### config.mk
export PLATFORM = sky130hd
export DESIGN_NAME = usr_shift_sequencer_flat
export DESIGN_NICKNAME = d
export VERILOG_FILES = /design/src/rtl/usr_pkg.sv /design/src/rtl/usr_shift_sequencer_if.sv /design/src/rtl/usr_shift_counter.sv /design/src/rtl/usr_shift_sequencer.sv /design/src/flat_wrapper.sv
export SDC_FILE = /design/constraint.sdc
export NUM_CORES = 1
export LEC_CHECK = 0
export ABC_CLOCK_PERIOD_IN_PS = 2700
export BUFFER_PORTS_ARGS = -buffer_cell sky130_fd_sc_hd__clkbuf_2
export CORE_MARGIN = 8
export CORE_UTILIZATION = 44
export DETAILED_ROUTE_END_ITERATION = 16
export PLACE_DENSITY = 0.73
export SYNTH_ARGS = -nofsm -noshare
export SYNTH_HDL_FRONTEND = slang
export SYNTH_SLANG_ARGS = --single-unit
### constraint.sdc
create_clock -name clk -period 2.7 [get_ports clk]
set_input_delay 0.135 -clock clk [delete_from_list [all_inputs] [get_ports clk]]
set_output_delay 0.135 -clock clk [all_outputs]
set_load 0.005 [all_outputs]
### src/rtl/usr_pkg.sv
// usr_pkg: shared definitions for the universal-shift-register sequencer.
//   - Mode codes driven onto the register's mode input.
//   - Sequencer FSM state encoding.
package usr_pkg;

    typedef logic [1:0] mode_t;

    localparam mode_t MODE_HOLD = 2'b00;
    localparam mode_t MODE_SHR  = 2'b01;
    localparam mode_t MODE_SHL  = 2'b10;
    localparam mode_t MODE_LOAD = 2'b11;

    typedef enum logic [1:0] {
        IDLE  = 2'b00,
        LOAD  = 2'b01,
        SHIFT = 2'b10,
        DONE  = 2'b11
    } state_t;

endpackage

### src/rtl/usr_shift_sequencer_if.sv
// usr_shift_sequencer_if: command handshake between a client and the sequencer.
//   cmd_valid  client -> sequencer   command offered
//   cmd_ready  sequencer -> client   command can be accepted
//   cmd_dir    client -> sequencer   0 = shift right, 1 = shift left
//   cmd_len    client -> sequencer   number of shifts (0 = load only)
//   cmd_data   client -> sequencer   value to parallel-load
interface usr_shift_sequencer_if #(
    parameter int WIDTH = 4,
    parameter int CNT_W = 3
);
    logic             cmd_valid;
    logic             cmd_ready;
    logic             cmd_dir;
    logic [CNT_W-1:0] cmd_len;
    logic [WIDTH-1:0] cmd_data;

    modport master (
        output cmd_valid, cmd_dir, cmd_len, cmd_data,
        input  cmd_ready
    );

    modport slave (
        input  cmd_valid, cmd_dir, cmd_len, cmd_data,
        output cmd_ready
    );
endinterface

### src/rtl/usr_shift_counter.sv
// usr_shift_counter: loadable down-counter that tracks remaining shifts.
//   clk, rst  clock and synchronous active-high reset
//   load      load load_val (has priority over dec)
//   load_val  initial count
//   dec       decrement by one (saturates at zero)
//   last      count == 1: the current shift is the final one
//   zero      count == 0: nothing left to shift
module usr_shift_counter #(
    parameter int CNT_W = 3
) (
    input  logic             clk,
    input  logic             rst,
    input  logic             load,
    input  logic [CNT_W-1:0] load_val,
    input  logic             dec,
    output logic             last,
    output logic             zero
);
    logic [CNT_W-1:0] count;

    // NOTE: sequential state uses non-blocking assignments so every flop
    // samples pre-edge values, regardless of process ordering.
    always_ff @(posedge clk) begin
        if (rst)
            count <= '0;
        else if (load)
            count <= load_val;
        else if (dec && count != '0)
            count <= count - 1'b1;
    end

    assign last = (count == CNT_W'(1));
    assign zero = (count == '0);
endmodule

### src/rtl/usr_shift_sequencer.sv
// usr_shift_sequencer: accepts one transfer command per handshake, parallel
// loads the external universal shift register, issues a counted burst of
// shifts while streaming each exiting bit, then reports the register contents.
//   clk, rst    clock and synchronous active-high reset
//   cmd         command handshake (slave side)
//   ser_in      bit inserted on each shift
//   sr_mode     register mode (hold / shr / shl / load)
//   sr_pin      register parallel input, non-zero only in LOAD
//   sr_slin     register left-shift serial input
//   sr_srin     register right-shift serial input
//   sr_pout     register parallel output
//   ser_out     bit leaving the register this cycle, qualified by ser_valid
//   done        one-cycle completion pulse
//   result      register contents at completion, held until the next done
// Optional: define USR_SEQ_ABORT_EN to add input abort / output aborted,
// which cut a LOAD or SHIFT short and jump straight to DONE.
module usr_shift_sequencer
    import usr_pkg::*;
#(
    parameter int WIDTH = 4,
    parameter int CNT_W = 3
) (
    input  logic                 clk,
    input  logic                 rst,
    usr_shift_sequencer_if.slave cmd,
    input  logic                 ser_in,
    output logic [1:0]           sr_mode,
    output logic [WIDTH-1:0]     sr_pin,
    output logic                 sr_slin,
    output logic                 sr_srin,
    input  logic [WIDTH-1:0]     sr_pout,
    output logic                 ser_out,
    output logic                 ser_valid,
    output logic                 done,
    output logic [WIDTH-1:0]     result
`ifdef USR_SEQ_ABORT_EN
    ,
    input  logic                 abort,
    output logic                 aborted
`endif
);
    state_t           state, state_nxt;
    logic             accept;
    logic             dir_q;
    logic [WIDTH-1:0] data_q;
    logic [WIDTH-1:0] result_q;
    logic [CNT_W-1:0] len_eff;
    logic             cnt_dec;
    logic             cnt_last;
    logic             cnt_zero;

    assign cmd.cmd_ready = (state == IDLE) && !rst;
    assign accept        = cmd.cmd_valid && cmd.cmd_ready;

    // Lengths beyond the register width saturate to a full serialize.
    assign len_eff = (cmd.cmd_len > CNT_W'(WIDTH)) ? CNT_W'(WIDTH) : cmd.cmd_len;

    usr_shift_counter #(.CNT_W(CNT_W)) u_counter (
        .clk      (clk),
        .rst      (rst),
        .load     (accept),
        .load_val (len_eff),
        .dec      (cnt_dec),
        .last     (cnt_last),
        .zero     (cnt_zero)
    );

    always_ff @(posedge clk) begin
        if (rst) begin
            state    <= IDLE;
            result_q <= '0;
        end else begin
            state <= state_nxt;
            if (state == DONE)
                result_q <= sr_pout;
        end
    end

    // NOTE: the command latch carries no reset; it is only observed after
    // being written on accept, and sr_pin is gated to zero outside LOAD.
    always_ff @(posedge clk) begin
        if (accept) begin
            dir_q  <= cmd.cmd_dir;
            data_q <= cmd.cmd_data;
        end
    end

    // NOTE: every output of this block is given a default first, so no path
    // through the case leaves a signal unassigned and no latch is inferred.
    always_comb begin
        state_nxt = state;
        sr_mode   = MODE_HOLD;
        sr_pin    = '0;
        sr_slin   = 1'b0;
        sr_srin   = 1'b0;
        ser_out   = 1'b0;
        ser_valid = 1'b0;
        done      = 1'b0;
        cnt_dec   = 1'b0;
        case (state)
            IDLE: begin
                if (accept)
                    state_nxt = LOAD;
            end
            LOAD: begin
                sr_mode   = MODE_LOAD;
                sr_pin    = data_q;
                state_nxt = cnt_zero ? DONE : SHIFT;
            end
            SHIFT: begin
                sr_mode   = dir_q ? MODE_SHL : MODE_SHR;
                sr_slin   = ser_in;
                sr_srin   = ser_in;
                ser_out   = dir_q ? sr_pout[WIDTH-1] : sr_pout[0];
                ser_valid = 1'b1;
                cnt_dec   = 1'b1;
                if (cnt_last)
                    state_nxt = DONE;
            end
            DONE: begin
                done      = 1'b1;
                state_nxt = IDLE;
            end
            default: state_nxt = IDLE;
        endcase
`ifdef USR_SEQ_ABORT_EN
        // The aborted cycle still drives its own mode; only the successor changes.
        if (abort && (state == LOAD || state == SHIFT))
            state_nxt = DONE;
`endif
    end

    // During the DONE cycle the register already holds the final value.
    assign result = (state == DONE) ? sr_pout : result_q;

`ifdef USR_SEQ_ABORT_EN
    logic aborted_q;

    // An accepted abort always leads into DONE, so this flag is high exactly then.
    always_ff @(posedge clk) begin
        if (rst)
            aborted_q <= 1'b0;
        else
            aborted_q <= abort && (state == LOAD || state == SHIFT);
    end

    assign aborted = aborted_q;
`endif
endmodule
### src/flat_wrapper.sv
// flat-port wrapper written by rule: the top's interface ports become plain ports
module usr_shift_sequencer_flat import usr_pkg::*;
#(
    parameter int WIDTH = 4,
    parameter int CNT_W = 3
)
  (clk, rst, ser_in, sr_mode, sr_pin, sr_slin, sr_srin, sr_pout, ser_out, ser_valid, done, result, cmd_cmd_valid, cmd_cmd_dir, cmd_cmd_len, cmd_cmd_data, cmd_cmd_ready);
  usr_shift_sequencer_if #(.WIDTH(WIDTH), .CNT_W(CNT_W)) cmd_i ();
  input  logic clk;
  input  logic rst;
  input  logic ser_in;
  output logic [1:0] sr_mode;
  output logic [WIDTH-1:0] sr_pin;
  output logic sr_slin;
  output logic sr_srin;
  input  logic [WIDTH-1:0] sr_pout;
  output logic ser_out;
  output logic ser_valid;
  output logic done;
  output logic [WIDTH-1:0] result;
  input wire logic [$bits(cmd_i.cmd_valid)-1:0] cmd_cmd_valid;
  input wire logic [$bits(cmd_i.cmd_dir)-1:0] cmd_cmd_dir;
  input wire logic [$bits(cmd_i.cmd_len)-1:0] cmd_cmd_len;
  input wire logic [$bits(cmd_i.cmd_data)-1:0] cmd_cmd_data;
  output wire logic [$bits(cmd_i.cmd_ready)-1:0] cmd_cmd_ready;
  assign cmd_i.cmd_valid = cmd_cmd_valid;
  assign cmd_i.cmd_dir = cmd_cmd_dir;
  assign cmd_i.cmd_len = cmd_cmd_len;
  assign cmd_i.cmd_data = cmd_cmd_data;
  assign cmd_cmd_ready = cmd_i.cmd_ready;
  usr_shift_sequencer #(.WIDTH(WIDTH), .CNT_W(CNT_W)) u_core (.clk(clk), .rst(rst), .cmd(cmd_i), .ser_in(ser_in), .sr_mode(sr_mode), .sr_pin(sr_pin), .sr_slin(sr_slin), .sr_srin(sr_srin), .sr_pout(sr_pout), .ser_out(ser_out), .ser_valid(ser_valid), .done(done), .result(result));
endmodule
==> results by stage, run 1 <==
Outcome:
- The flow ran to the end, and the final reports show no timing, DRC or antenna violations.

Clock network:
- The number of levels in the clock H-tree is 1.
- The number of sinks handled by clock tree synthesis is 14.
- The number of cells upsized or downsized after cts is 0.
- The root buffer cell is sky130_fd_sc_hd__clkbuf_4.
- The TritonCTS clock tree is done.
- Clock latency on the worst-skew pair, taken at its later pin, is 280 ps.
- The number of hold buffers added after CTS was 0.
- The clock passes through at most 2 buffers.
- The number of setup buffers added after CTS is 0.
- After clock tree synthesis, the clock-pin slew on the worst setup and hold paths is 90 ps.
- The number of buffers created by CTS is 3.

Global routing:
- The total overflow left after global routing is 0.
- Entering global routing, the biggest net connects 12 pins.
- The initial antenna violation count came to 0.
- Global routing used 14.2% of the available met2 tracks.
- The peak-usage layer in the global routing report is met2.
- In the global route stage, met3 resource usage came out at 3.47%.
- The via count of the first global-routing pass came to between 600 and 700.
- The met1 global-route usage is 12.6%.
- The first-pass GRT wire length is 2750 um.
- Global routing used 10.1% of the available tracks.

Detailed routing:
- After detailed routing, the number of remaining DRC violations is 0.
- The number of vias in the routed layout is 631.
- The final wirelength is about 1700 um.
- In this run, the number of DRC markers left after iteration 0 of detailed routing was 12.
- Once detail routing completed, the nets flagged for antenna violations numbered 0.
- The average wire length per cell after detail routing is 13.0 um.
- For this run, the detailed router's first-pass iteration total came to 4.
- The via-per-instance ratio is 4.78.

Timing:
- The worst relative slew slack is 80.2%.
- In the final timing run, aggregate negative setup slack is 0 ps.
- Final hold analysis gives a worst-case slack of about 33 ps.
- The final-report hold violation count is 0.
- After layout, the worst path uses 63.4% of the clock period.
- For this run, the top clock speed supported by timing is ~600 MHz.
- The max-slew violation count is 0.
- The clock period could shrink to roughly 1700 ps.
- Setup violations remaining at the end of the flow were counted as 0.
- At the pin with the least slew margin, the transition time is 298 ps.
- The final worst clock skew is 11.0 ps.
- Setup repair after global routing left no endpoint under its margin.

Pwr:
- The leakage power total is 0.475 nW.
- Across the VDD grid, the largest voltage drop is 0.000533 V.
- The ratio of total power to cell area is between 800 and 900 nW/um^2.

Placement:
- Once detailed placement completed, the half-perimeter wirelength came to 1470 um.
- The total cell area at the placement stage is a little under 1000 sq um.
- The number of buffers inserted by port buffering is 31.
- The count of placed standard cells including taps is 128.
- The final weighted congestion in routability-driven placement is between 0.8 and 0.9.

Die:
- The number of ports placed on the die boundary is 32.
- Measured along the x axis, the die boundary spans just under 60 um.
- The total number of placement rows is 15.
- The y dimension of the die is ~60 um.
- The initial utilization of the core area, before any placement, comes to 47.3%.
- The core region is 1750 sq um.
- The die area is 3520 sq um.

Critical path:
- The signal on the critical path passes through inv_1 -> ha_1 -> nor2b_1 -> o21a_1 -> clkbuf_2.
- The cell with the biggest individual delay on the critical path is sky130_fd_sc_hd__ha_1.
- The peak per-stage delay on the critical path is 370 ps.
- The worst setup path is launched from a flip-flop.
- The worst endpoint data arrival time is between 1500 and 2000 ps.
- STA puts the critical path data required time at 2570 ps.
- The highest fanout seen on the critical path is 7.
- The critical path in this run is classified as reg2out.
- The endpoint kind of the worst setup timing path is a primary output.

Logic synthesis:
- The cell type with the highest aggregate area in the netlist is sky130_fd_sc_hd__dfxtp_1.
- The synthesized design contains 14 register bits.
- The area of the mapped netlist is 826 sq um.
- The average footprint of a synthesized cell is 11.2 sq um.
- The share of async-settable or async-resettable flops after synthesis is 0%.
- During synthesis, Yosys emitted a total of 0 warnings.
- After synthesis, the most frequently instantiated cells are sky130_fd_sc_hd__dfxtp_1 (9), sky130_fd_sc_hd__ha_1 (9), sky130_fd_sc_hd__nor2b_1 (7).
- The share of synthesized area in the top cell type comes to between 20% and 30%.
- The number of nets in the synthesized netlist is 99.
- The number of standard cells after synthesis is 74.
- Yosys mapped a number of flops with a built-in enable equal to 5.
- The most common flop cell mapped by yosys is sky130_fd_sc_hd__dfxtp_1.
- In the post-synthesis netlist, the biggest area contributors are sky130_fd_sc_hd__dfxtp_1 (22%), sky130_fd_sc_hd__edfxtp_1 (18%), sky130_fd_sc_hd__ha_1 (14%).
- The number of different library cells in the post-synthesis netlist is 29.
- Sequential cells were found to cover between 30% and 40% of the synthesized design area.

Cells and area:
- The net count of the finished layout is 133.
- Of the cells placed in the final design, the portion with a size suffix greater than 1 is 43.0%.
- The number of fillers in the final layout is 162.
- The number of antenna diodes in the final layout is 0.
- For this run, the number of standard cells in the final layout without fillers is ~130.
- Relative to the synthesized area, the layout overhead comes to 23.5%.
- The utilization after layout is 58.4%.
- After routing the design area is 1020 sq um.

Hold path:
- The class of the tightest hold or removal check is in2reg.

Run:
- The max capacitance violation total is 0.
[flip-flops by register name, summed over array words and instances, names as in the netlist]
register                cells
u_core.data_q               4
u_core.result_q             4
u_core.u_counter.count      3
u_core.state                2
u_core.dir_q                1
[path summary, 6_finish.rpt]
check	from	end	slack [ps]	cells after the start
min reg2reg	u_core.result_q[2]	u_core.result_q[2]	590	2
max	u_core.state[0]	sr_mode[0]	990	5
min	cmd_cmd_data[3]	u_core.data_q[3]	30	1
max reg2reg	u_core.state[1]	u_core.u_counter.count[1]	1150	7
[power breakdown]
group | total [mW] | internal, mW | leakage, nW | switching (mW)
combinational | 0.447 | 0.211 | 0.340 | 0.236
sequential | 0.289 | 0.261 | 0.120 | 0.0284
clock | 0.121 | 0.0572 | 0.0150 | 0.0636
[per-stage QoR]
step | power [mW] | setup WS (ps)
floorplan | 0.613 | 1240
global placement | 0.732 | 1210
detailed placement | 0.748 | 1150
CTS | 0.871 | 965
global route | 0.934 | 834
finish | 0.857 | 988
[cells by family after synthesis]
family          after synthesis  synth area share, %
simple gates                 22                 17.4
buf+inv                       9                 5.76
compound gates               13                 14.2
mux                           6                 7.88
fa+ha+maj                     9                 13.6
flops                        14                 40.0
xor+xnor                      1                 1.06
[per-layer routing]
layer  share of wire (%)  wire [um]  vias to the layer above
met2                  42        727                       31
li1                    -          -                      319
met3                  10        179                        6
met5                   0          0                        -
met4                 2.6         44                        0
met1                  45        769                      275
[critical path: cells and delay by family (launching register included)]
family	cells	cell delay (ps)
simple gates	1	190
fa+ha+maj	1	370
compound gates	1	130
buf+inv	2	290
flops	1	330
[layout make-up]
class,instances,area (sq um),share of cell area (%)
multi-input combinational,51,448,43.9
sequential,14,330,32.4
timing repair buffer,31,155,15.2
tap,25,31.3,3.07
inverter,7,28.8,2.82
clock buffer,4,26.3,2.58
[cells in the final DEF (no fill, tap or decap), drive strengths merged, types with 2 or more instances in the layout]
cell    netlist  routed
clkbuf        0      35
ha            9       9
dfxtp         9       9
nor2b         7       7
inv           7       7
and2          5       5
edfxtp        5       5
mux2          4       4
a21oi         4       4
a211oi        3       3
nand2b        3       3
nand2         3       3
mux2i         2       2
No activity file was read; power rests on OpenSTA's default activity.
==> run 2: changes to the inputs <==
Settings changed: ABC_CLOCK_PERIOD_IN_PS 2700 to 1600.
Clock period 2.7 ns to 1.6 ns, I/O delays scaled along.
==> results by stage, run 2 (synthesis gave the netlist of run 1 again) <==
Timing:
- In this run the tightest slew margin relative to its limit is 81.0%.
- The final-report hold violation count is 0.
- Setup repair after global routing left no endpoint under its margin.
- The worst hold slack after final layout is 79.4 ps.
- The final worst clock skew is 2.28 ps.
- The max-slew violation count is 0.
- After layout, the worst path uses 94.5% of the clock period.
- At the pin with the least slew margin, the transition time is 283 ps.
- Timing would allow up to 661 MHz.
- Setup violations remaining at the end of the flow were counted as 0.
- The minimum clock period after layout is 1510 ps.
- The sum of negative setup slack is 0 ps.

Hold path:
- The class of the tightest hold or removal check is in2reg.
- The worst hold path endpoint is u_core.u_counter.count[1].
- Along the worst hold path, the cell count comes to 3.
- The startpoint identified for the worst hold timing path is cmd_cmd_len[1].

Die:
- The die area is 3520 sq um.
- The floorplan step set the die width to 59.3 um.
- In this run the vertical extent of the chip is a little under 60 um.
- The total number of placement rows is 15.
- For this configuration, the core starts out at a cell density of between 40% and 50%.
- The total area inside the core boundary comes to about 1700 sq um.
- During I/O placement, the number of pins put on the boundary was 32.

Cells and area:
- The utilization after layout is between 60% and 70%.
- The commonest non-fill, non-tap cell in the layout is sky130_fd_sc_hd__clkbuf_2.
- The final layout net count is 139.
- The ratio of cells with drive above 1 in the final layout is 45.1%.
- The area added between synthesis and finish is 33.9%.
- The largest registers in the layout are u_core.data_q: 4 flops, u_core.result_q: 4 flops, u_core.u_counter.count: 3 flops.
- The antenna diode count is 0.
- Leaving out fill and tap cells, the most frequent cells in the layout are sky130_fd_sc_hd__clkbuf_2 (31), sky130_fd_sc_hd__dfxtp_1 (8), sky130_fd_sc_hd__nor2b_1 (7), sky130_fd_sc_hd__ha_1 (7).

Detailed routing:
- Signal routing reaches up to met4.
- For this block, the initial DRC count from the detailed router was 12.
- The final wirelength is 1830 um.
- The amount of wire on met3 after detailed routing is 134 um.
- After detailed routing, the number of remaining DRC violations is 0.
- The number of vias in the routed layout is 646.
- Once detail routing completed, the nets flagged for antenna violations numbered 0.
- The average wire length per cell after detail routing is about 13 um.
- The detailed-route wire length on metal 1 is 821 um.
- The pre-antenna-repair detailed-routing pass consisted of 3 iterations.
- The detailed-routed wire length on met2 is roughly 850 um.
- The via-per-instance ratio is approximately 4.7.

Clock network:
- The clock reaches the later pin of the worst-skew pair after 270 ps.
- TritonCTS built the clock tree.
- The number of sinks handled by clock tree synthesis is 14.
- The number of buffers created by CTS is 3.
- The number of levels in the clock H-tree is 1.
- Clock-pin slew was measured on the worst setup and hold paths at 80 ps.
- The buffers inserted during post-CTS setup optimization is 0.
- The maximum clock insertion buffer count is 2.
- The root buffer cell is sky130_fd_sc_hd__clkbuf_4.

Run:
- The max capacitance violation total is 0.

Placement:
- The total half-perimeter wirelength after legalization and detailed placement is between 1500 and 2000 um.
- Input and output buffers added on the ports amount to 31.
- The final weighted congestion in routability-driven placement is 0.805.

Critical path:
- The reg-to-reg critical path startpoint is u_core.state[0].
- STA classifies the critical path endpoint as a flip-flop.
- The capturing point of the worst reg2reg path is u_core.u_counter.count[1].
- STA classifies the critical path startpoint as a flip-flop.
- The worst reg-to-reg path cell count is 7.
- The setup path with the least slack is of type reg2reg.
- The setup check on the worst reg-to-reg path leaves a slack of 90 ps.
- At the worst endpoint, the arrival time is 1720 ps.
- Data on the critical path is required at its endpoint by ~1800 ps.
- In this run the worst path has a maximum fanout of 9.

Global routing:
- The leftover overflow at the end of global routing is 0.
- Global routing used 11.4% of the available tracks across all layers.
- The maximum number of pins on one net before global-route repair is 12.
- The first-pass GRT wire length is about 3100 um.
- The initial antenna violation count is 0.
- The via count of the first global-routing pass came to about 700.

Pwr:
- For this design the static power due to leakage is 0.499 nW.
- Power spread over the standard cell area amounts to ~1400 nW/um^2.
- The worst ir drop on vdd is 0.000914 V.

Outcome:
- The run finished with clean final reports.
## run 2: worst max-delay path by stage
stage	start	cells past startpoint	to	slack (ps)
finish	u_core.state[0]	7	u_core.u_counter.count[1]	90
global route	u_core.state[0]	7	u_core.u_counter.count[1]	3
CTS	u_core.state[1]	4	result[3]	9
detailed placement	u_core.state[0]	7	u_core.u_counter.count[1]	40
global placement	u_core.state[0]	7	u_core.u_counter.count[1]	130
floorplan	u_core.state[1]	7	u_core.u_counter.count[1]	140
## run 2: where the power goes
| part | internal (mW) | total [mW] | switching [mW] |
|---|---|---|---|
| clock network | 0.0964 | 0.200 | 0.104 |
| logic | 0.397 | 0.838 | 0.440 |
| registers | 0.448 | 0.495 | 0.0466 |
## run 2: metrics by stage
step                setup slack [ps]  instance area (sq um)  power, mW  instances
finish                          87.3                   1110       1.53        138
global route                    3.25                   1110       1.66        138
CTS                             9.36                   1080       1.50        138
detailed placement              36.4                   1000       1.29        129
global placement                 130                   1000       1.25        129
floorplan                        139                    826       1.03         74
## run 2: worst max-delay path, cell delays in order (launching register included)
cell and delay [ps]:
sky130_fd_sc_hd__dfxtp_4 380, sky130_fd_sc_hd__inv_2 80, sky130_fd_sc_hd__ha_1 250, sky130_fd_sc_hd__and2b_4 190, sky130_fd_sc_hd__nand2_4 80, sky130_fd_sc_hd__inv_4 60
sky130_fd_sc_hd__a311o_1 290, sky130_fd_sc_hd__a21oi_2 120
## run 2: final cells by class
class                   count  area (sq um)
clock buffers               4          26.3
fillers                   150           639
inverters                   7          28.8
multi-input cells          51           473
flip-flops and latches     14           334
well taps                  25          31.3
repair buffers             37           213
## run 2: layer usage
metal | global-route usage, % | vias up
li1 | - | 332
met3 | 2.82 | 2
met1 | 13.3 | 289
met2 | 18.6 | 23
met5 | 0 | -
met4 | 6.14 | 0
## run 2: timing repair
| action | 4_1_cts | 5_1_grt |
|---|---|---|
| endpoints found under the hold margin | 5 | 0 |
| hold buffers | 5 | 0 |
| setup endpoints to repair | 1 | 8 |
| gates cloned | 0 | 0 |
| gates resized for setup | 1 | 6 |
